File: src/rtl/lsu_pkg.sv
// lsu_pkg: size encodings, FSM states and lane geometry shared by the load/store unit.
package lsu_pkg;
  localparam logic [1:0] LSU_BYTE = 2'b00;
  localparam logic [1:0] LSU_HALF = 2'b01;
  localparam logic [1:0] LSU_WORD = 2'b10;
  localparam int BYTE_W = 8;
  localparam int HALF_W = 16;
  typedef enum logic [1:0] {IDLE, LOAD_WAIT, RMW} lsu_state_e;
endpackage

File: src/rtl/lsu_byte_lane.sv
// lsu_byte_lane: little-endian lane extract/extend for loads and lane merge for sub-word stores.
module lsu_byte_lane
  import lsu_pkg::*;
(
  input  logic [1:0]  size,
  input  logic [1:0]  offset,
  input  logic        zext,
  input  logic [31:0] rdata,
  input  logic [15:0] wdata,
  output logic [31:0] load_data,
  output logic [31:0] merged
);
  logic [7:0]  b;
  logic [15:0] h;
  always_comb begin
    b = rdata[offset*BYTE_W +: BYTE_W];
    h = offset[1] ? rdata[31:16] : rdata[15:0];
    load_data = size == LSU_BYTE ? {{24{b[7] & ~zext}}, b} :
                size == LSU_HALF ? {{16{h[15] & ~zext}}, h} : rdata;
    merged = rdata;
    if (size == LSU_BYTE)
      merged[offset*BYTE_W +: BYTE_W] = wdata[7:0];
    else if (size == LSU_HALF)
      merged[offset[1]*HALF_W +: HALF_W] = wdata;
  end
endmodule

File: src/rtl/load_store_unit.sv
// load_store_unit: byte/half/word loads and stores onto a word-addressed single-port memory.
// Define LSU_MISALIGN_TRAP_EN to reject misaligned/illegal requests via the misaligned pulse.
module load_store_unit
  import lsu_pkg::*;
#(
  parameter int DATA_WIDTH = 32,
  parameter int ADDR_WIDTH = 10
) (
  input  logic                  clk,
  input  logic                  reset,
  input  logic                  req_valid,
  input  logic                  req_write,
  input  logic [1:0]            req_size,
  input  logic                  req_unsigned,
  input  logic [31:0]           req_addr,
  input  logic [DATA_WIDTH-1:0] req_wdata,
  output logic                  busy,
  output logic                  load_valid,
  output logic [DATA_WIDTH-1:0] load_data,
  output logic                  misaligned,
  output logic [ADDR_WIDTH-1:0] mem_address,
  output logic [DATA_WIDTH-1:0] mem_dataIn,
  output logic                  mem_we,
  input  logic [DATA_WIDTH-1:0] mem_dataOut
);
  lsu_state_e state, state_nxt;
  logic [ADDR_WIDTH-1:0] addr_q;
  logic [1:0] off_q, size_q;
  logic uns_q;
  logic [15:0] wdata_q;
  logic accept, bad, go;
  logic [1:0] size_eff;
  logic [31:0] lane_load, lane_merge;
  logic unused_addr;
  assign unused_addr = ^req_addr[31:ADDR_WIDTH+2];
`ifdef LSU_MISALIGN_TRAP_EN
  assign size_eff = req_size;
  assign bad = req_size == 2'b11 || (req_size == LSU_HALF && req_addr[0]) ||
               (req_size == LSU_WORD && req_addr[1:0] != 2'b00);
`else
  assign size_eff = req_size == 2'b11 ? LSU_WORD : req_size;
  assign bad = 1'b0;
`endif
  assign busy = state != IDLE;
  assign accept = req_valid && !busy;
  assign go = accept && !bad;
  always_comb begin
    state_nxt = go && (!req_write || size_eff != LSU_WORD) ? (req_write ? RMW : LOAD_WAIT) : IDLE;
    mem_address = state == IDLE ? req_addr[ADDR_WIDTH+1:2] : addr_q;
    mem_we = !reset && (state == RMW || (go && req_write && size_eff == LSU_WORD));
    mem_dataIn = state == RMW ? lane_merge : req_wdata;
  end
  lsu_byte_lane u_lane (
    .size(size_q),
    .offset(off_q),
    .zext(uns_q),
    .rdata(mem_dataOut),
    .wdata(wdata_q),
    .load_data(lane_load),
    .merged(lane_merge)
  );
  always_ff @(posedge clk or posedge reset) begin
    if (reset) begin
      state <= IDLE;
      load_valid <= 1'b0;
      misaligned <= 1'b0;
      load_data <= '0;
      addr_q <= '0;
      off_q <= '0;
      size_q <= '0;
      uns_q <= 1'b0;
      wdata_q <= '0;
    end else begin
      state <= state_nxt;
      load_valid <= state == LOAD_WAIT;
      misaligned <= accept && bad;
      if (state == LOAD_WAIT) load_data <= lane_load;
      if (accept) begin
        addr_q <= req_addr[ADDR_WIDTH+1:2];
        off_q <= req_addr[1:0];
        size_q <= size_eff;
        uns_q <= req_unsigned;
        wdata_q <= req_wdata[15:0];
      end
    end
  end
endmodule

File: config.mk
export PLATFORM = sky130hd
export DESIGN_NAME = load_store_unit
export DESIGN_NICKNAME = d
export VERILOG_FILES = /design/src/rtl/lsu_pkg.sv /design/src/rtl/lsu_byte_lane.sv /design/src/rtl/load_store_unit.sv
export SDC_FILE = /design/constraint.sdc
export NUM_CORES = 1
export LEC_CHECK = 0
export CAP_MARGIN = 20
export CORE_MARGIN = 4
export CORE_UTILIZATION = 40
export CTS_CLUSTER_SIZE = 24
export DETAILED_ROUTE_END_ITERATION = 10
export PLACE_DENSITY = 0.82
export SETUP_SLACK_MARGIN = 0.02
export SLEW_MARGIN = 20
export SYNTH_ARGS = -nofsm -noshare
export SYNTH_HDL_FRONTEND = slang
export SYNTH_SLANG_ARGS = --single-unit
export TNS_END_PERCENT = 50
File: constraint.sdc
create_clock -name clk -period 2.1 [get_ports clk]
set_clock_uncertainty 0.15 [all_clocks]
set_input_delay 0.21 -clock clk [delete_from_list [all_inputs] [get_ports clk]]
set_output_delay 0.21 -clock clk [all_outputs]
set_load 0.03 [all_outputs]
Word level (Yosys, flattened, before mapping)
Cells that the tools add are included.
Storage, ports and cells
  flip-flop bits (word level): 66
  input bits: 103
Operators by class
  add/subtract/negate cells: 2
  equality and inequality tests: 6
  shifts and indexed selects: 5
  muxes and demuxes: 12
  bitwise gates (word level): 3
  reductions and logical operators: 13
Operators by type and width (count)
  32-bit two-way mux: 5
  5-bit negator with 34-bit output: 2
  32-bit bitwise mux: 2
  16-bit by 34-bit variable shift with 32-bit output (first input constant): 1
  8-bit by 34-bit variable shift with 32-bit output (first input constant): 1
  16-bit by 34-bit indexed part select with 32-bit output: 1
  8-bit by 34-bit indexed part select with 32-bit output: 1
  32-bit by 6-bit indexed part select with 8-bit output: 1
  16-bit two-way mux: 1
  10-bit two-way mux: 1
  2-bit == test (second input constant): 3
  2-bit two-way mux: 3
  1-bit logical AND: 5
  2-bit by 1-bit == test with 1-bit output (second input constant): 2
  2-bit zero test: 2
  1-bit zero test: 3
  1-bit bitwise AND: 2
  1-bit logical OR: 2
  2-bit != test (second input constant): 1
  2-bit nonzero test: 1
  1-bit NOT: 1

Logic depth before layout (Yosys ltp)
Gate-level depths: netlist of run 1.
  depth after elaboration: 7
  mapped depth: 8
  gate-level depth less buffers: 6

Cells and area by module
From an unflattened synthesis of run 1, not the netlist that was laid out.
Second synthesis, totals
  cells, all modules: 412
  area total of the unflattened synthesis: 4767.1 sq um
Modules (own cells, without submodules)
  load_store_unit: instances 1, cells an instance 196, area each 3045.4 sq um, seq. area each 1651.6 sq um
  lsu_byte_lane: instances 1, cells an instance 216, area each 1721.7 sq um, seq. area each 0.0 sq um

Worst setup path before layout of run 1
No wires, ideal clock.
  path type: reg-to-output
  start: register off_q[1]
  end: output port mem_dataIn[30]
  arrival time: 2472 ps
  data required time: 1740 ps
  setup slack: -732 ps
  cell stages (with the launch flop): 7
  path buffers: 1
  cells stage by stage: dfrtp_1 > buf_6 > clkinv_1 > ha_1 > nor4b_2 > a221oi_1 > nor3_1
On the way
  word-level cells in the longest chain between the ends: 6
  elaborated cells between the ends (all ways): 11
  those cells by class: add/sub: 2; shift: 4; mux: 5
RTL lines
  start, declared: RTL line load_store_unit.sv:28  | logic [1:0] off_q, size_q;
  start signal, assigned: RTL line load_store_unit.sv:80  | off_q <= req_addr[1:0];
  5-bit negator with 34-bit output: RTL line lsu_byte_lane.sv:24  | merged[offset[1]*HALF_W +: HALF_W] = wdata;
  16-bit by 34-bit indexed part select with 32-bit output or 16-bit by 34-bit variable shift with 32-bit output (tied branches): RTL line lsu_byte_lane.sv:24
  32-bit bitwise mux: RTL line lsu_byte_lane.sv:24
  32-bit two-way mux: RTL line lsu_byte_lane.sv:23  | else if (size == LSU_HALF)
  32-bit two-way mux *: RTL line lsu_byte_lane.sv:21  | if (size == LSU_BYTE)
  32-bit two-way mux *: RTL line load_store_unit.sv:51  | mem_dataIn = state == RMW ? lane_merge : req_wdata;
  end, declared: RTL line load_store_unit.sv:22  | output logic [DATA_WIDTH-1:0] mem_dataIn,
Mark *: on every way between the ends. The rest lies on a longest branch, timed or not.

Final worst setup path of run 1
  start: register off_q[1]
  end: output port mem_dataIn[3]
The elaborated chain is that of the path after synthesis.

==> results.sh, run 1 <==
export IMPL_status="finished with violations"
export IMPL_violations="negative setup slack"
export IMPL_timing_critical_path_mode_cell="buf_12"
export IMPL_nFillCells=806
export IMPL_cp_slowest_cell="dfrtp_2"
export IMPL_syn_area_mm2=0.004403
export IMPL_crit_start="off_q[1]$_DFFE_PP0N_"
export IMPL_slew_violations=0
export IMPL_crit_fanout=8
export IMPL_ys_types=47
export IMPL_die_h_um=112.9
export IMPL_p_per_area_mw_per_mm2=742.0
export IMPL_min_period_over_period=1.195
export IMPL_syn_nets=632
export IMPL_core_rowCount=38
export IMPL_antennaDiodeCount=0
export IMPL_antenna_found_initial=0
export IMPL_max_freq_ghz=0.3984
export IMPL_cts_tree="yes"
export IMPL_synth_ff_latch_count=66
export IMPL_p_leak_nw=3.278
export IMPL_cts_sinks=66
export IMPL_drc_errors=0
export IMPL_cap_violations=0
export IMPL_vias=5139
export IMPL_grt_ovfl_total=0
export IMPL_irDropWorstVdd_uv=499.4
export IMPL_grt_max_degree=67
export IMPL_crit_required_ns=1.74
export IMPL_grt_pass1_wl_um=27970
export IMPL_dp_hpwl_um=13100
export IMPL_crit_type="flip-flop to output port"
export IMPL_synth_top_area_cell="dfrtp_1"
export IMPL_cp_arrival_ns=2.15
export IMPL_ant_nets=0
export IMPL_ys_async_sr_fraction=1.000
export IMPL_crit_family="buffers and inverters"
export IMPL_clk_latency_ns=0.36
export IMPL_synth_yosys_seq_area_share=0.3751
export IMPL_htreeDepth=3
export IMPL_r2r_start="off_q[1]$_DFFE_PP0N_"
export IMPL_hold_viol_final=0
export IMPL_finalWorstSetupSlack_ns=-0.4101
export IMPL_fin_nets=838
export IMPL_track_usage=0.2765
export IMPL_cts_clk_slew_worst_paths_ns=0.08
export IMPL_min_period_ns=2.510
export IMPL_routed_via_density=5.873
export IMPL_grt_pass1_vias=5071
export IMPL_synth_top_cell_area_share=0.3751
export IMPL_initial_core_util=0.4080
export IMPL_num_io_pins=181
export IMPL_core_area_mm2=0.01079
export IMPL_wl_um=18010
export IMPL_utilization=0.7003
export IMPL_portBuffers=159
export IMPL_synth_edf_count=0
export IMPL_setup_viol=40
export IMPL_path_buf_inv=4
export IMPL_syn_avg_cell_area_um2=8.403
export IMPL_worst_setup_path_start_kind="flip-flop"
export IMPL_synth_area_leaders="dfrtp_1 (38%), nand2_1 (9.5%), a221oi_1 (4.8%)"
export IMPL_synthToLayoutAreaGrowth_pct=71.67
export IMPL_ys_warn_count=0
export IMPL_syn_inst=524
export IMPL_wl_per_cell_um=20.58
export IMPL_drtPass1Iterations=5
export IMPL_place_ws_ns=-0.4185
export IMPL_die_width_um=112.9
export IMPL_synth_ff_type="dfrtp_1"
export IMPL_drive_gt1_frac=0.3415
export IMPL_worstPathCellList="buf_12 -> nor3b_4 -> buf_4 -> a211oi_4 -> buf_12 -> a22o_1 -> a21o_1 -> buf_12"
export IMPL_clk_path_buf_depth=2
export IMPL_drt_iter0_markers=502
export IMPL_cts_hold_buffers=0
export IMPL_die_area_mm2=0.01275
export IMPL_cts_buffers=9
export IMPL_cts_root_buffer="clkbuf_8"
export IMPL_hp_class="input pin to asynchronous set/reset pin"
export IMPL_cpPeakStageDelay_ns=0.49
export IMPL_gp_congestion=1.021
export IMPL_end_kind="output port"
export IMPL_rsz0062_at_grt="true"
export IMPL_relSlewSlack=0.6471
export IMPL_worst_pin_slew_ns=0.5283
## state kept, by name, summed over array words and instances (netlist names)
name / cells
off_q: 2
uns_q: 1
state: 2
wdata_q: 16
size_q: 2
addr_q: 10
load_valid: 1
load_data: 32
## placed cells by master, fill, tap and decap left out, types with 3 or more instances in the layout
cell type,n
nor3_1,8
a221o_1,7
nor3_4,15
a22oi_1,7
nor2_1,38
clkdlybuf4s50_1,115
buf_4,71
nand3_1,28
clkbuf_8,10
a221oi_4,6
buf_6,30
nor2_4,3
mux4_2,7
inv_1,9
a22o_1,15
inv_2,3
dfrtp_1,64
nor2b_1,9
and2_4,3
a211oi_2,16
nand2_1,111
o21ai_0,12
nand2b_1,3
a221oi_2,18
clkdlybuf4s15_2,7
o22ai_1,7
a21o_1,8
and2_1,14
nor3_2,9
buf_12,7
a21oi_1,10
ha_4,3
a211oi_1,8
mux2_2,11
## logic make-up after synthesis
| group | after synthesis | share of synthesized area |
|---|---|---|
| AO/OA/AOI/OAI | 123 | 0.2143 |
| adder cells (fa/ha/maj) | 5 | 0.01421 |
| buffers and inverters | 57 | 0.06053 |
| flip-flops | 66 | 0.3751 |
| multiplexers | 20 | 0.06962 |
| other | 1 | 0.0008517 |
| AND/OR/NAND/NOR | 252 | 0.2654 |
## final cells by class
class                      instances  area, um2  share of cell area
clock inverter                     6      90.09             0.01192
timing repair buffer             236       2322              0.3072
sequential                        66       1654              0.2188
multi-input combinational        401       3099              0.4100
tap                              140      175.2             0.02317
clock buffer                      10      137.6             0.01821
inverter                          16      80.08             0.01059
## Yosys cell counts (2+ instances only)
library cell	instances
nand2_1	111
dfrtp_1	66
nor2_1	41
nor3_1	32
nand3_1	28
a211oi_1	24
a221oi_1	24
and2_1	17
clkbuf_1	16
a22o_1	15
buf_2	15
inv_1	13
o21ai_0	12
mux2_2	11
a21oi_1	10
nor2b_1	10
a21o_1	8
a221o_1	7
a22oi_1	7
mux4_2	7
o22ai_1	7
buf_4	5
ha_1	5
buf_1	3
nand2b_1	3
and4_1	2
buf_6	2
clkinv_1	2
nand3b_1	2
o21a_1	2
## metrics by stage
step / total power, W / cell area (um2) / TNS (ns) / cells / hold WS [ns]
3_3_place_gp: 0.004074 / 6756 / -6.277 / 841 / 0.3053
5_1_grt: 0.005843 / 7559 / -15.19 / 875 / 0.1738
6_report: 0.005608 / 7559 / -11.95 / 875 / 0.1240
3_5_place_dp: 0.004131 / 6756 / -8.707 / 841 / 0.3126
2_1_floorplan: 0.003070 / 4775 / -1.711 / 524 / 0.1255
4_1_cts: 0.005544 / 7427 / -11.91 / 869 / 0.1362
## power breakdown
part	total (W)	switching [W]	internal (W)	leakage, nW
sequential	0.00177	0.000241	0.00153	0.803
combinational	0.00259	0.00143	0.00116	2.36
clock	0.00125	0.000550	0.000703	0.112
total	0.00561	0.00222	0.00339	3.28
## path summary, 6_finish.rpt
path,end,slack (ns),cells after the start
max,mem_dataIn[3],-0.41,8
min,wdata_q[15]$_DFFE_PP0N_,0.12,3
max reg2reg,load_data[30]$_DFFE_PP0P_,0.08,6
min reg2reg,addr_q[5]$_DFFE_PP0N_,0.33,2
max in group asynchronous,size_q[1]$_DFFE_PP0N_,1.38,3
min in group clk,uns_q$_DFFE_PP0N_,0.24,3
## repair_timing
| item | in CTS | in global routing |
|---|---|---|
| cloned | 2 | 0 |
| endpoints found under the setup margin | 68 | 66 |
| resized for setup | 125 | 25 |
| pin swaps | 24 | 5 |
| setup buffers | 10 | 7 |
## routing by layer
layer  up-vias  share of wire  GRT usage
li1       2305              -          -
met1      2513           0.40     0.3781
met2       283           0.49     0.4475
met3        38          0.081    0.04225
met4         0          0.025    0.09856
met5         -              0          0
## worst register-to-register path: cells and delay by family, from the launching register on
| kind | cells | cell delay, ns |
|---|---|---|
| AOI/OAI and AO/OA | 2 | 0.53 |
| DFF | 1 | 0.49 |
| muxes | 1 | 0.34 |
| buffers and inverters | 2 | 0.26 |
| and+or+nand+nor | 1 | 0.11 |
No activity file was read; power rests on OpenSTA's default activity.
==> run 2, diff against run 1 <==
--- a/config.mk
+++ b/config.mk
@@ -7,10 +7,11 @@
 export LEC_CHECK = 0
 export CAP_MARGIN = 20
 export CORE_MARGIN = 4
-export CORE_UTILIZATION = 40
+export CORE_UTILIZATION = 58
 export CTS_CLUSTER_SIZE = 24
 export DETAILED_ROUTE_END_ITERATION = 10
-export PLACE_DENSITY = 0.82
+export DONT_BUFFER_PORTS = 1
+export PLACE_DENSITY = 0.8
 export SETUP_SLACK_MARGIN = 0.02
 export SLEW_MARGIN = 20
 export SYNTH_ARGS = -nofsm -noshare
==> run 2 against run 1 <==
The run ends with negative hold slack, negative setup slack left. Final cell count down 15%. Largest power group is now sequential cells. Utilization is 23 points higher. Via count is 11% higher. Total power shrank 5.7%. Global-route usage up 17 points. Non-clock buffer count shrank 87. Fmax fell by 7.6%. Clock power barely moved. Setup slack worse by 0.21 ns. Die area is 29% lower.
==> results.sh, run 2 (synthesis gave the netlist of run 1 again) <==
export IMPL_ff_latch_area_mm2=0.001654
export IMPL_clk_path_buf_depth=2
export IMPL_initial_core_util=0.6006
export IMPL_wl_um=22470
export IMPL_dp_hpwl_um=11450
export IMPL_status="finished with violations"
export IMPL_track_usage=0.4425
export IMPL_min_period_over_period=1.293
export IMPL_hp_class="input pin to flip-flop"
export IMPL_crit_required_ns=1.74
export IMPL_grt_max_degree=67
export IMPL_hold_viol_final=1
export IMPL_violations="negative hold slack, negative setup slack"
export IMPL_cts_tree="yes"
export IMPL_hold_ws_ns=-0.005986
export IMPL_cts_clk_slew_worst_paths_ns=0.08
export IMPL_dpl_cell_area_mm2=0.005559
export IMPL_htreeDepth=3
export IMPL_largest_register_ff_count=32
export IMPL_antenna_found_initial=0
export IMPL_min_period_ns=2.715
export IMPL_irDropWorstVdd_uv=686.2
export IMPL_fin_nets=751
export IMPL_max_freq_ghz=0.3683
export IMPL_rsz0062_at_grt="true"
export IMPL_wl_per_cell_um=30.08
export IMPL_drive_gt1_frac=0.3272
export IMPL_grt_pass1_vias=5445
export IMPL_clk_latency_ns=0.37
export IMPL_setup_viol=49
export IMPL_p_leak_nw=2.956
export IMPL_gp_congestion=0.9554
export IMPL_timing_critical_path_mode_cell="buf_6"
export IMPL_cpPeakStageDelay_ns=0.45
export IMPL_vias=5710
export IMPL_cts_buffers=9
export IMPL_stdcell_count=747
export IMPL_end_kind="output port"
export IMPL_core_area_mm2=0.007331
export IMPL_multi_input_area_mm2=0.003115
export IMPL_worstPathCellList="buf_6 -> ha_1 -> clkinv_2 -> nor4b_4 -> buf_6 -> a221oi_2 -> nor3_4 -> buf_12"
export IMPL_cts_root_buffer="clkbuf_8"
export IMPL_finalWorstSetupSlack_ns=-0.6152
export IMPL_dp_cells=655
export IMPL_die_h_um=95.13
export IMPL_cts_sinks=66
export IMPL_top_register="load_data"
export IMPL_antennaDiodeCount=0
export IMPL_drt_iter0_markers=957
export IMPL_grt_ovfl_total=0
export IMPL_power_total_w=0.005288
export IMPL_worst_setup_path_start_kind="flip-flop"
export IMPL_top_regs="load_data (32), wdata_q (16), addr_q (10)"
export IMPL_grt_pass1_wl_um=30100
export IMPL_die_width_um=95.13
export IMPL_portBuffers=0
export IMPL_worst_pin_slew_ns=0.5000
export IMPL_slew_violations=0
export IMPL_drc_errors=0
export IMPL_place_ws_ns=-0.1258
export IMPL_num_io_pins=181
export IMPL_cp_slowest_cell="dfrtp_1"
export IMPL_nFillCells=225
export IMPL_final_area_mm2=0.006839
export IMPL_cp_arrival_ns=2.36
export IMPL_final_common_cell="nand2_1"
export IMPL_p_per_area_mw_per_mm2=773.2
export IMPL_cap_violations=0
export IMPL_drtPass1Iterations=6
export IMPL_die_area_mm2=0.009050
export IMPL_layout_common_cells="nand2_1 (111), dfrtp_1 (64), dlygate4sd3_1 (60), buf_4 (53), nor2_1 (36)"
export IMPL_routed_via_density=7.644
export IMPL_relSlewSlack=0.6666
export IMPL_synthToLayoutAreaGrowth_pct=55.33
export IMPL_crit_fanout=5
export IMPL_ant_nets=0
export IMPL_core_rowCount=31
export IMPL_crit_type="flip-flop to output port"
## run 2: changes by cell type in the layout (fill, tap and decap cells not counted), sizes merged
cell / change
clkdlybuf4s50: -115
dlygate4sd3: +60
buf: -23
clkdlybuf4s15: -7
bufbuf: -1
clkinv: -1
clkinvlp: +1
dlygate4sd2: -1
## run 2: path summary, 6_finish.rpt
kind	start	endpoint	slack, ns	cells after the start
max reg2reg	off_q[0]$_DFFE_PP0N_	load_data[31]$_DFFE_PP0P_	-0.18	6
max	off_q[0]$_DFFE_PP0N_	mem_dataIn[28]	-0.62	8
min	mem_dataOut[0]	load_data[0]$_DFFE_PP0P_	-0.006	3
min in group asynchronous	reset	uns_q$_DFFE_PP0N_	0.23	3
min reg2reg	addr_q[9]$_DFFE_PP0N_	addr_q[9]$_DFFE_PP0N_	0.36	2
max in group asynchronous	reset	load_data[9]$_DFFE_PP0P_	1.26	3
## run 2: where the power goes
group          internal (W)  switching, W  leakage (nW)  total, W
logic              0.000800       0.00105          2.05   0.00185
clock network      0.000674      0.000580         0.107   0.00125
registers           0.00152      0.000661         0.803   0.00218
## run 2: layout make-up
type / instances / area share
multi-input cells: 401 / 0.4555
flip-flops and latches: 66 / 0.2419
repair buffers: 149 / 0.2404
clock buffers: 10 / 0.01866
well taps: 99 / 0.01811
clock inverters: 6 / 0.01317
inverters: 16 / 0.01226
## run 2: through the flow
step	util	TNS (ns)
after floorplan	-	-1.711
after global placement	0.7583	-1.101
after detailed placement	0.7583	-1.696
final	0.9329	-17.28
after CTS	0.9101	-9.641
after global routing	0.9329	-19.14
## run 2: repair_timing
| item | 4_1_cts | 5_1_grt |
|---|---|---|
| gates cloned | 0 | 0 |
| gates resized for setup | 36 | 25 |
| hold buffers | 60 | 0 |
| pin swaps | 21 | 8 |
| endpoints found under the setup margin | 32 | 67 |
| endpoints found under the hold margin | 126 | 0 |
| buffers inserted | 11 | 5 |
## run 2: routing by layer
metal | GRT usage | part of all wire | up-vias
li1 | - | - | 2128
met1 | 0.5198 | 0.31 | 2644
met2 | 0.7015 | 0.45 | 694
met3 | 0.1468 | 0.15 | 244
met4 | 0.2656 | 0.093 | 0
met5 | 0 | 0 | -
## run 2: critical path, delay by kind of cell (launching register included)
family	cells	cell delay, ns
buf+inv	4	0.64
flops	1	0.45
simple gates	2	0.62
fa+ha+maj	1	0.19
compound gates	1	0.09
